## config.mk

```make
export PLATFORM = sky130hd
export DESIGN_NAME = eth_gmii_rx_framer
export DESIGN_NICKNAME = d
export VERILOG_FILES = /design/src/rtl/eth_pkg.sv /design/src/rtl/eth_crc32_d8.sv /design/src/rtl/eth_gmii_rx_framer.sv
export SDC_FILE = /design/constraint.sdc
export NUM_CORES = 1
export LEC_CHECK = 0
export ABC_CLOCK_PERIOD_IN_PS = 2400
export CELL_PAD_IN_SITES_DETAIL_PLACEMENT = 1
export CELL_PAD_IN_SITES_GLOBAL_PLACEMENT = 1
export CORE_MARGIN = 4
export CORE_UTILIZATION = 39
export CTS_CLUSTER_DIAMETER = 100
export CTS_CLUSTER_SIZE = 24
export DETAILED_ROUTE_END_ITERATION = 10
export HOLD_SLACK_MARGIN = 0.02
export PLACE_DENSITY_LB_ADDON = 0.1
export RECOVER_POWER = 25
export SYNTH_ARGS = -nofsm -noshare
export SYNTH_HDL_FRONTEND = slang
export SYNTH_HIERARCHICAL = 1
export SYNTH_SLANG_ARGS = --single-unit
```

## constraint.sdc

```tcl
create_clock -name gmii_rx_clk -period 2.4 [get_ports gmii_rx_clk]
set_input_delay 0.48 -clock gmii_rx_clk [delete_from_list [all_inputs] [get_ports gmii_rx_clk]]
set_output_delay 0.48 -clock gmii_rx_clk [all_outputs]
set_load 0.02 [all_outputs]
```

## src/rtl/eth_pkg.sv

```systemverilog
// Shared Ethernet definitions: framing constants, RX FSM encoding and the
// byte-wide CRC-32 step used by both the RX checker and the TX FCS generator.
package eth_pkg;

    localparam logic [7:0]  ETH_PREAMBLE    = 8'h55;
    localparam logic [7:0]  ETH_SFD         = 8'hD5;
    localparam logic [31:0] ETH_CRC_INIT    = 32'hFFFF_FFFF;
    localparam logic [31:0] ETH_CRC_POLY    = 32'hEDB8_8320;
    localparam logic [31:0] ETH_CRC_RESIDUE = 32'hDEBB_20E3;
    localparam logic [47:0] ETH_BCAST_MAC   = 48'hFFFF_FFFF_FFFF;

    typedef enum logic [1:0] {
        ST_IDLE     = 2'd0,
        ST_PREAMBLE = 2'd1,
        ST_DATA     = 2'd2,
        ST_DROP     = 2'd3
    } eth_rx_state_t;

    // One byte of the reflected CRC-32, LSB of the byte first.
    function automatic logic [31:0] crc32_d8(input logic [31:0] crc, input logic [7:0] data);
        logic [31:0] c;
        c = crc;
        for (int i = 0; i < 8; i++) begin
            if (c[0] ^ data[i]) c = (c >> 1) ^ ETH_CRC_POLY;
            else                c = c >> 1;
        end
        return c;
    endfunction

endpackage

```

## src/rtl/eth_crc32_d8.sv

```systemverilog
// Combinational next-CRC for one byte; the state register lives in the user.
module eth_crc32_d8
    import eth_pkg::*;
(
    input  logic [31:0] crc_in,
    input  logic [7:0]  data,
    output logic [31:0] crc_out
);

    assign crc_out = crc32_d8(crc_in, data);

endmodule

```

## src/rtl/eth_gmii_rx_framer.sv

```systemverilog
// GMII receive framer: strips preamble/SFD, streams dst MAC..payload with
// sof/eof marks, checks FCS/length/rx_er and hides the 4 FCS bytes behind a
// 5-byte delay line. Optional dst MAC filter: define ETH_RX_MAC_FILTER_EN.
module eth_gmii_rx_framer
    import eth_pkg::*;
#(
    parameter int          MIN_FRAME_LEN = 64,
    parameter int          MAX_FRAME_LEN = 1518,
    parameter logic [47:0] LOCAL_MAC     = 48'h000A35000001
) (
    input  logic        gmii_rx_clk,
    input  logic        rst,
    input  logic [7:0]  gmii_rx_d,
    input  logic        gmii_rx_dv,
    input  logic        gmii_rx_er,
    output logic [7:0]  rx_data,
    output logic        rx_valid,
    output logic        rx_sof,
    output logic        rx_eof,
    output logic        rx_good,
    output logic        rx_bad,
    output logic [15:0] frm_ok_cnt,
    output logic [15:0] frm_err_cnt
);

`ifdef ETH_RX_MAC_FILTER_EN
    localparam bit MAC_FILTER = 1'b1;
`else
    localparam bit MAC_FILTER = 1'b0;
`endif

    // Byte counter saturates one past the max length, so it needs room for MAX+1.
    localparam int            CW      = $clog2(MAX_FRAME_LEN + 2);
    localparam logic [CW-1:0] HOLD    = CW'(5);
    localparam logic [CW-1:0] MIN_L   = CW'(MIN_FRAME_LEN);
    localparam logic [CW-1:0] MAX_L   = CW'(MAX_FRAME_LEN);
    localparam logic [CW-1:0] MAX_P1  = CW'(MAX_FRAME_LEN + 1);

    eth_rx_state_t   state;
    logic            prev_dv;
    logic [CW-1:0]   cnt;
    logic [CW-1:0]   cnt_inc;
    logic [31:0]     crc;
    logic [31:0]     crc_nxt;
    logic            er_seen;
    logic [4:0][7:0] dl;          // dl[4] is the oldest held byte
    logic            dv_rise;
    logic            mac_reject;
    logic            frame_ok;

    eth_crc32_d8 u_crc (
        .crc_in  (crc),
        .data    (gmii_rx_d),
        .crc_out (crc_nxt)
    );

    assign dv_rise = gmii_rx_dv && !prev_dv;
    assign cnt_inc = (cnt == MAX_P1) ? cnt : cnt + CW'(1);

    // Dst MAC check happens as the 6th byte arrives, i.e. just before the sof pop.
    assign mac_reject = MAC_FILTER && (state == ST_DATA) && gmii_rx_dv && (cnt == HOLD) &&
                        ({dl, gmii_rx_d} != LOCAL_MAC) && ({dl, gmii_rx_d} != ETH_BCAST_MAC);

    // Good-frame verdict evaluated in the cycle dv falls.
    assign frame_ok = (crc == ETH_CRC_RESIDUE) && (cnt >= MIN_L) && (cnt <= MAX_L) && !er_seen;

    // Framing FSM, delay line, CRC register, registered outputs and counters.
    always_ff @(posedge gmii_rx_clk) begin
        if (rst) begin
            state       <= ST_IDLE;
            // Track dv through reset so a frame already in flight is not seen as a new start.
            prev_dv     <= gmii_rx_dv;
            cnt         <= '0;
            crc         <= ETH_CRC_INIT;
            er_seen     <= 1'b0;
            dl          <= '0;
            rx_data     <= '0;
            rx_valid    <= 1'b0;
            rx_sof      <= 1'b0;
            rx_eof      <= 1'b0;
            rx_good     <= 1'b0;
            rx_bad      <= 1'b0;
            frm_ok_cnt  <= '0;
            frm_err_cnt <= '0;
        end else begin
            prev_dv  <= gmii_rx_dv;
            rx_valid <= 1'b0;
            rx_sof   <= 1'b0;
            rx_eof   <= 1'b0;
            rx_good  <= 1'b0;
            rx_bad   <= 1'b0;
            case (state)
                ST_IDLE: begin
                    if (dv_rise) begin
                        cnt     <= '0;
                        crc     <= ETH_CRC_INIT;
                        er_seen <= 1'b0;
                        if (gmii_rx_d == ETH_PREAMBLE)  state <= ST_PREAMBLE;
                        else if (gmii_rx_d == ETH_SFD)  state <= ST_DATA;
                        else                            state <= ST_DROP;
                    end
                end
                ST_PREAMBLE: begin
                    if (!gmii_rx_dv) begin
                        frm_err_cnt <= frm_err_cnt + 16'd1;
                        state       <= ST_IDLE;
                    end else if (gmii_rx_d == ETH_SFD) begin
                        state <= ST_DATA;
                    end else if (gmii_rx_d != ETH_PREAMBLE) begin
                        frm_err_cnt <= frm_err_cnt + 16'd1;
                        state       <= ST_DROP;
                    end
                end
                ST_DATA: begin
                    if (gmii_rx_dv) begin
                        cnt <= cnt_inc;
                        crc <= crc_nxt;
                        dl  <= {dl[3:0], gmii_rx_d};
                        if (gmii_rx_er) er_seen <= 1'b1;
                        if (mac_reject) begin
                            state <= ST_DROP;
                        end else if (cnt >= HOLD) begin
                            rx_data  <= dl[4];
                            rx_valid <= 1'b1;
                            rx_sof   <= (cnt == HOLD);
                            if (cnt_inc == MAX_P1) begin
                                rx_eof      <= 1'b1;
                                rx_bad      <= 1'b1;
                                frm_err_cnt <= frm_err_cnt + 16'd1;
                                state       <= ST_DROP;
                            end
                        end
                    end else begin
                        state <= ST_IDLE;
                        // Only frames that already emitted sof get an eof; runts just count.
                        if (cnt > HOLD) begin
                            rx_data  <= dl[4];
                            rx_valid <= 1'b1;
                            rx_eof   <= 1'b1;
                            rx_good  <= frame_ok;
                            rx_bad   <= !frame_ok;
                            if (frame_ok) frm_ok_cnt  <= frm_ok_cnt + 16'd1;
                            else          frm_err_cnt <= frm_err_cnt + 16'd1;
                        end else begin
                            frm_err_cnt <= frm_err_cnt + 16'd1;
                        end
                    end
                end
                ST_DROP: begin
                    if (!gmii_rx_dv) state <= ST_IDLE;
                end
                default: state <= ST_IDLE;
            endcase
        end
    end

endmodule

```

==> out/metrics.cfg, run 1 <==
[drt]
drt_iter0_drc=339
vias=6206
firstDrtPassIters=4
drc=0
drt-vias-per-instance=5.41
wl_per_cell_um=18.4
final_antenna_net_count=0
routed_wl_um=21100

[clock_network]
cts-htree-levels=4
tritoncts=yes
cts_root_buffer=clkbuf_16
clockBufferDepth=2
cts.sinks=132
clk_pin_slew_ns=0.06
cts_inserted_buffers=17
clk_latency_ns=0.43
ctsHoldBuffers=0

[critical_path]
cp_cell_sequence=or4b_4 -> nor4_4 -> nand4_1 -> nor3b_4 -> o21bai_4 -> buf_8 -> mux2i_2 -> nor2_1
worstRegToRegCells=8
start_kind=register
r2r_start=crc[3]
worst_ep_required_time_ns=2.70
cp-end-kind=register
cpPeakStageDelay_ns=0.54
rrSetupSlack_ns=-0.14
worst_path_max_delay_cell=or4b_4
path_max_fanout=7
rr_endpoint=frm_err_cnt[1]
critPathArrivalTime_ns=2.84
worstSetupPathType=register to register

[placement]
hpwlAfterDp_um=13500
dpl_cell_area_um2=7920
gp_congestion=0.871
dp_slack_ns=-0.254
io_buffers=56

[synthesis]
ys_async_sr_fraction_pct=0
ys.flop_type=dfxtp_1
ys_types=67
ys_seq_elements=132
yosysWarnings=6
synth_area_um2=6510
synthesis.nets=782
syn_inst=765
seq_area_frac_synth_pct=40.6
avgSynthCellArea_um2=8.51
synth-edff-count=0

[min_path]
hold_class=register to register
hold_end=dl[35]
hp-start=dl[35]
holdPathStages=2

[cells_and_area]
n_fill_cell=1863
fin_nets=937
antennaDiodeCount=0
regArea_um2=2670
area_growth_pct=39.7
layout-drive-gt1-share_pct=26.3
multi_input_area_um2=3910
fin_util_pct=56.4
stdcell_area_um2=9100

[global_routing]
grt_usage_pct=22.1
grt_pass1_vias=6429
grt_max_degree=79
grt_overflow=0
grt_pass1_wl_um=32900
antenna_found_initial=0

[timing]
fin_crit_sh_pct=106
tightest_slew_ns=0.743
fin_skew_ns=0.0117
maxSlewViolCount=0
slew_headroom_pct=50.3
rsz0062_at_grt=yes
hold_viol_final=0
fmax_mhz=394
setup_violations=16
fin_crit_ns=2.54
worst_slack_ns=-0.139

[power_and_ir_drop]
finalPower_mw=5.68
total_leakage_power_nw=3.47
ir_drop_mv=0.562
power_density_nw_per_um2=624

[die]
core_um2=16100
io_pins=57
die_h_um=137
rows=46
start_util_pct=40.4
die_area_um2=18800
dieWidth_um=137

[run_status]
failed_checks=negative setup slack
run_status=finished with violations

[run]
maxCapViolCount=0

cells in the final DEF (no fill, tap or decap), types with 5 or more instances in the layout:
cell / Yosys / layout
a21oi_1: 66 / 60
a21oi_2: 0 / 6
and3_1: 11 / 9
buf_12: 1 / 5
buf_4: 3 / 109
buf_6: 3 / 6
clkbuf_16: 0 / 18
clkdlybuf4s50_1: 0 / 26
dfxtp_1: 132 / 120
dfxtp_2: 0 / 7
dfxtp_4: 0 / 5
dlygate4sd3_1: 0 / 29
inv_1: 11 / 8
mux2i_1: 10 / 9
nand2_1: 128 / 126
nand2b_1: 5 / 5
nand3_1: 15 / 14
nand4_1: 15 / 15
nand4b_1: 7 / 7
nor2_1: 61 / 60
nor3_1: 22 / 20
nor4_4: 1 / 5
o21a_1: 6 / 6
o21ai_0: 30 / 30
o22ai_1: 20 / 20
or3_1: 12 / 8
xnor2_1: 46 / 44
xnor2_2: 5 / 7
xor2_1: 24 / 22
xor2_2: 5 / 7
critical path, delay by kind of cell (launching register included):
| kind | cells | cell delay (ns) |
|---|---|---|
| muxes | 1 | 0.21 |
| DFF | 1 | 0.34 |
| buffers and inverters | 1 | 0.18 |
| and+or+nand+nor | 5 | 1.45 |
| AOI/OAI and AO/OA | 1 | 0.22 |
metrics by stage:
step / instances / setup TNS [ns] / hold WS (ns)
after floorplan: 765 / 0 / 0.432
after global placement: 1089 / -2.86 / 0.444
after detailed placement: 1089 / -4.93 / 0.446
after CTS: 1134 / -1.43 / 0.435
after global routing: 1147 / -3.49 / 0.468
final: 1147 / -1.23 / 0.451
cells in the mapped netlist (3+ instances only):
| library cell | n | area share [%] |
|---|---|---|
| mux2i_1 | 10 | 1.5 |
| inv_1 | 11 | 0.63 |
| nand3_1 | 15 | 1.2 |
| nand2_1 | 128 | 7.4 |
| nand4b_1 | 7 | 0.94 |
| nand2b_1 | 5 | 0.48 |
| xnor2_2 | 5 | 1.2 |
| nor3_1 | 22 | 1.7 |
| buf_2 | 7 | 0.54 |
| a21oi_1 | 66 | 5.1 |
| nor4b_1 | 4 | 0.54 |
| o21ai_0 | 30 | 2.3 |
| o31ai_1 | 3 | 0.35 |
| o21a_1 | 6 | 0.69 |
| and3_1 | 11 | 1.1 |
| xnor2_1 | 46 | 6.2 |
| and2_1 | 5 | 0.48 |
| nor4bb_1 | 3 | 0.46 |
| o22ai_1 | 20 | 1.9 |
| ha_1 | 5 | 0.96 |
| buf_6 | 3 | 0.52 |
| nor4_1 | 4 | 0.38 |
| a311oi_1 | 5 | 0.67 |
| nor2_1 | 61 | 3.5 |
| a21o_1 | 3 | 0.35 |
| o21ai_1 | 8 | 0.61 |
| dfxtp_1 | 132 | 41 |
| nand4_1 | 15 | 1.4 |
| xor2_1 | 24 | 3.2 |
| or4_1 | 4 | 0.46 |
| clkbuf_1 | 35 | 2.0 |
| buf_4 | 3 | 0.35 |
| xor2_2 | 5 | 1.2 |
| or3_1 | 12 | 1.2 |
power breakdown:
group	total, mW	internal [mW]	switching (mW)
registers	2.25	2.22	0.0321
clock network	2.51	1.52	0.997
logic	0.916	0.452	0.464
total	5.68	4.19	1.49
how the worst max path moves through the flow:
stage	from	endpoint	slack [ns]
after floorplan	cnt[1]	frm_err_cnt[1]	0.01
after global placement	gmii_rx_d[6]	frm_err_cnt[12]	-0.19
after detailed placement	gmii_rx_d[6]	frm_err_cnt[12]	-0.25
after CTS	crc[2]	frm_err_cnt[1]	-0.14
after global routing	crc[3]	frm_err_cnt[1]	-0.24
final	crc[3]	frm_err_cnt[1]	-0.14
layout make-up:
| cell class | instances | share of cell area [%] |
|---|---|---|
| multi-input combinational | 572 | 43.0 |
| sequential | 132 | 29.4 |
| clock inverter | 12 | 1.47 |
| tap | 216 | 2.97 |
| clock buffer | 18 | 4.72 |
| inverter | 12 | 0.523 |
| timing repair buffer | 185 | 18.0 |
sequential cells by signal, summed over array words and instances, names as in the netlist:
signal       cells
frm_ok_cnt      16
rx_valid         1
state            2
dl              40
frm_err_cnt     16
rx_data          8
rx_sof           1
rx_eof           1
crc             32
er_seen          1
prev_dv          1
cnt             11
rx_good          1
rx_bad           1
what timing repair did:
item	CTS	global route
endpoints found under the setup margin	31	33
cloned	2	2
pin swaps	26	41
setup buffers	13	15
hold endpoints to repair	0	0
gates resized for setup	29	64
kinds of logic after synthesis:
group,Yosys count,synth area share [%]
XOR/XNOR,85,13.8
adder cells (fa/ha/maj),5,0.961
multiplexers,10,1.54
flip-flops,132,40.6
buffers and inverters,61,4.42
AND/OR/NAND/NOR,314,24.3
AO/OA/AOI/OAI,158,14.4
layer usage:
metal / routed length, µm / part of all wire [%] / track usage (%)
met1: 8940 / 42 / 27.4
met2: 11100 / 53 / 38.1
met3: 673 / 3.2 / 3.62
met4: 401 / 1.9 / 9.15
met5: 0 / 0 / 0
No activity file was read; power rests on OpenSTA's default activity.
==> run 2, diff against run 1 <==
--- a/config.mk
+++ b/config.mk
@@ -16,6 +16,7 @@
 export HOLD_SLACK_MARGIN = 0.02
 export PLACE_DENSITY_LB_ADDON = 0.1
 export RECOVER_POWER = 25
+export REMOVE_ABC_BUFFERS = 1
 export SYNTH_ARGS = -nofsm -noshare
 export SYNTH_HDL_FRONTEND = slang
 export SYNTH_HIERARCHICAL = 1
==> out/metrics.cfg, run 2 (synthesis results as in run 1) <==
[clock_network]
clk_pin_slew_ns=0.06  ; about the same
ctsHoldBuffers=0  ; unchanged
cts_inserted_buffers=17  ; unchanged
tritoncts=yes
cts_root_buffer=clkbuf_16
clockBufferDepth=2  ; unchanged
cts.sinks=132  ; unchanged
cts-htree-levels=4  ; unchanged
clk_latency_ns=0.42  ; about the same

[global_routing]
grt_pass1_wl_um=32700  ; -0.75%
grt_pass1_vias=6398  ; -0.48%
grt_overflow=0  ; unchanged
antenna_found_initial=0  ; unchanged
grt_usage_pct=22.1  ; about the same
grt_max_degree=94  ; +19%

[power_and_ir_drop]
power_frac_comb_pct=14.8  ; -1.3 points
switching_share_pct=25.5  ; -0.78 points
seqPwrFrac_pct=37.9  ; -1.7 points
ir_drop_mv=0.585  ; +4.0%
internal_power_mw=4.42  ; +5.6%
p_sw_mw=1.51  ; +1.4%
pwr-share-clk_pct=47.3  ; +3.0 points
finalPower_mw=5.94  ; +4.5%
total_leakage_power_nw=3.27  ; -5.8%
power_density_nw_per_um2=658  ; +5.5%

[drt]
wl_per_cell_um=18.5  ; +0.44%
firstDrtPassIters=5  ; +1
vias=6165  ; -0.66%
final_antenna_net_count=0  ; unchanged
drt_iter0_drc=277  ; -18%
routed_wl_um=21000  ; -0.61%
drc=0  ; unchanged
drt-vias-per-instance=5.43  ; +0.39%

[run_status]
failed_checks=negative setup slack
run_status=finished with violations

[cells_and_area]
final_common_cell=nand2_1
stdcell_count=1135  ; -1.0%
stdcell_area_um2=9020  ; -0.88%
reg.largest.list=dl: 40 flops, crc: 32 flops
most-common-layout-cells=127 x nand2_1, 123 x dfxtp_1, 94 x buf_4
area_growth_pct=38.5
fin_nets=923  ; -1.5%
layout-drive-gt1-share_pct=24.3  ; -2.1 points
antennaDiodeCount=0  ; unchanged
largest_reg_flops=40  ; unchanged
largest-register=dl

[timing]
slew_headroom_pct=58.1  ; +7.8 points
worst_slack_ns=-0.0580  ; +0.0808 ns
fin_skew_ns=0.00942  ; -0.00230 ns
maxSlewViolCount=0  ; unchanged
holdWs_ns=0.452  ; +0.00158 ns
fin_crit_sh_pct=102  ; -3.4 points
setup_violations=13  ; -3
fmax_mhz=407  ; +3.3%
rsz0062_at_grt=yes
tightest_slew_ns=0.628  ; -0.114 ns
hold_viol_final=0  ; unchanged
fin_crit_ns=2.46  ; -0.0808 ns

[die]
io_pins=57  ; unchanged
die_h_um=137  ; unchanged
rows=46  ; unchanged
die_area_um2=18800  ; unchanged
start_util_pct=40.4  ; unchanged
core_um2=16100  ; unchanged
dieWidth_um=137  ; unchanged

[critical_path]
path_max_fanout=5  ; -2
worst_ep_required_time_ns=2.69  ; about the same
start_kind=register
critPathArrivalTime_ns=2.75  ; -0.09 ns
cp-end-kind=register
worstSetupPathType=register to register

[placement]
gp_congestion=0.888  ; +1.9%
dpl_cell_area_um2=7930  ; +0.19%
place_inst=1091  ; +0.18%
hpwlAfterDp_um=13600  ; +0.27%
io_buffers=56  ; unchanged

[run]
maxCapViolCount=0  ; unchanged

[min_path]
hold_class=register to register

## run 2: cell count changes in the layout (fill, tap and decap cells not counted), sizes merged
cell	before	now
clkdlybuf4s50	26	51
inv	12	13
bufinv	2	3
buf	124	113
clkinv	8	3
clkinvlp	2	3
clkbuf	24	25
dlygate4sd3	29	4
## run 2: cell type report
class                           instances  area (µm²)
Fill cell                            1833        7100
Tap cell                              216         270
Inverter                               12        50.0
Clock buffer                           22         494
Sequential cell                       132        2660
Multi-Input combinational cell        572        3870
Clock inverter                         10         144
Timing Repair Buffer                  171        1520
## run 2: final timing paths
check	startpoint	cells past startpoint	end	slack [ns]
max	cnt[0]	13	frm_err_cnt[5]	-0.06
min	dl[27]	2	dl[35]	0.45
max reg2reg	cnt[0]	13	frm_err_cnt[5]	-0.06
min reg2reg	dl[27]	2	dl[35]	0.45
## run 2: per-stage QoR
step	setup slack [ns]	utilization, %	TNS, ns
5_1_grt	-0.166	55.9	-2.84
3_5_place_dp	-0.340	49.2	-6.48
3_3_place_gp	-0.283	49.2	-5.36
6_report	-0.0580	55.9	-0.422
2_1_floorplan	-0.664	-	-13.58
4_1_cts	-0.139	54.7	-1.36
## run 2: timing repair
action,CTS,global route
gates resized for setup,35,44
setup buffers,9,2
setup endpoints to repair,26,30
gates cloned,0,1
pin swaps,38,17
## run 2: critical path, cell delays in order (launching register included)
cell,delay (ns)
dfxtp_4,0.39
ha_4,0.14
buf_4,0.13
buf_6,0.11
nor2_1,0.04
nor2_1,0.17
o2111ai_4,0.19
nor4_4,0.37
o21bai_4,0.11
buf_12,0.15
buf_4,0.13
buf_6,0.12
o21ai_1,0.18
a21oi_1,0.09
## run 2: power groups by stage
stage | registers [mW] | logic [mW] | clock network, mW
3_3_place_gp | 2.30 | 0.778 | 0
2_1_floorplan | 2.30 | 0.459 | 0
3_5_place_dp | 2.30 | 0.791 | 0
6_report | 2.25 | 0.877 | 2.81
5_1_grt | 2.25 | 0.937 | 2.97
4_1_cts | 2.25 | 0.848 | 2.87
## run 2: metal layers
layer  share of wire (%)  GRT usage, %  vias to the layer above
met4                 2.1          7.87                        0
li1                    -             -                     2945
met5                   0             0                        -
met2                  52          39.9                      117
met1                  42          25.9                     3064
met3                 3.1          4.38                       39
==> run 3, diff against run 2 <==
--- a/config.mk
+++ b/config.mk
@@ -17,6 +17,7 @@
 export PLACE_DENSITY_LB_ADDON = 0.1
 export RECOVER_POWER = 25
 export REMOVE_ABC_BUFFERS = 1
+export SLEW_MARGIN = 20
 export SYNTH_ARGS = -nofsm -noshare
 export SYNTH_HDL_FRONTEND = slang
 export SYNTH_HIERARCHICAL = 1
==> results of run 3 <==
Same layout as run 2: the final DEF is identical, and so are final timing and power.
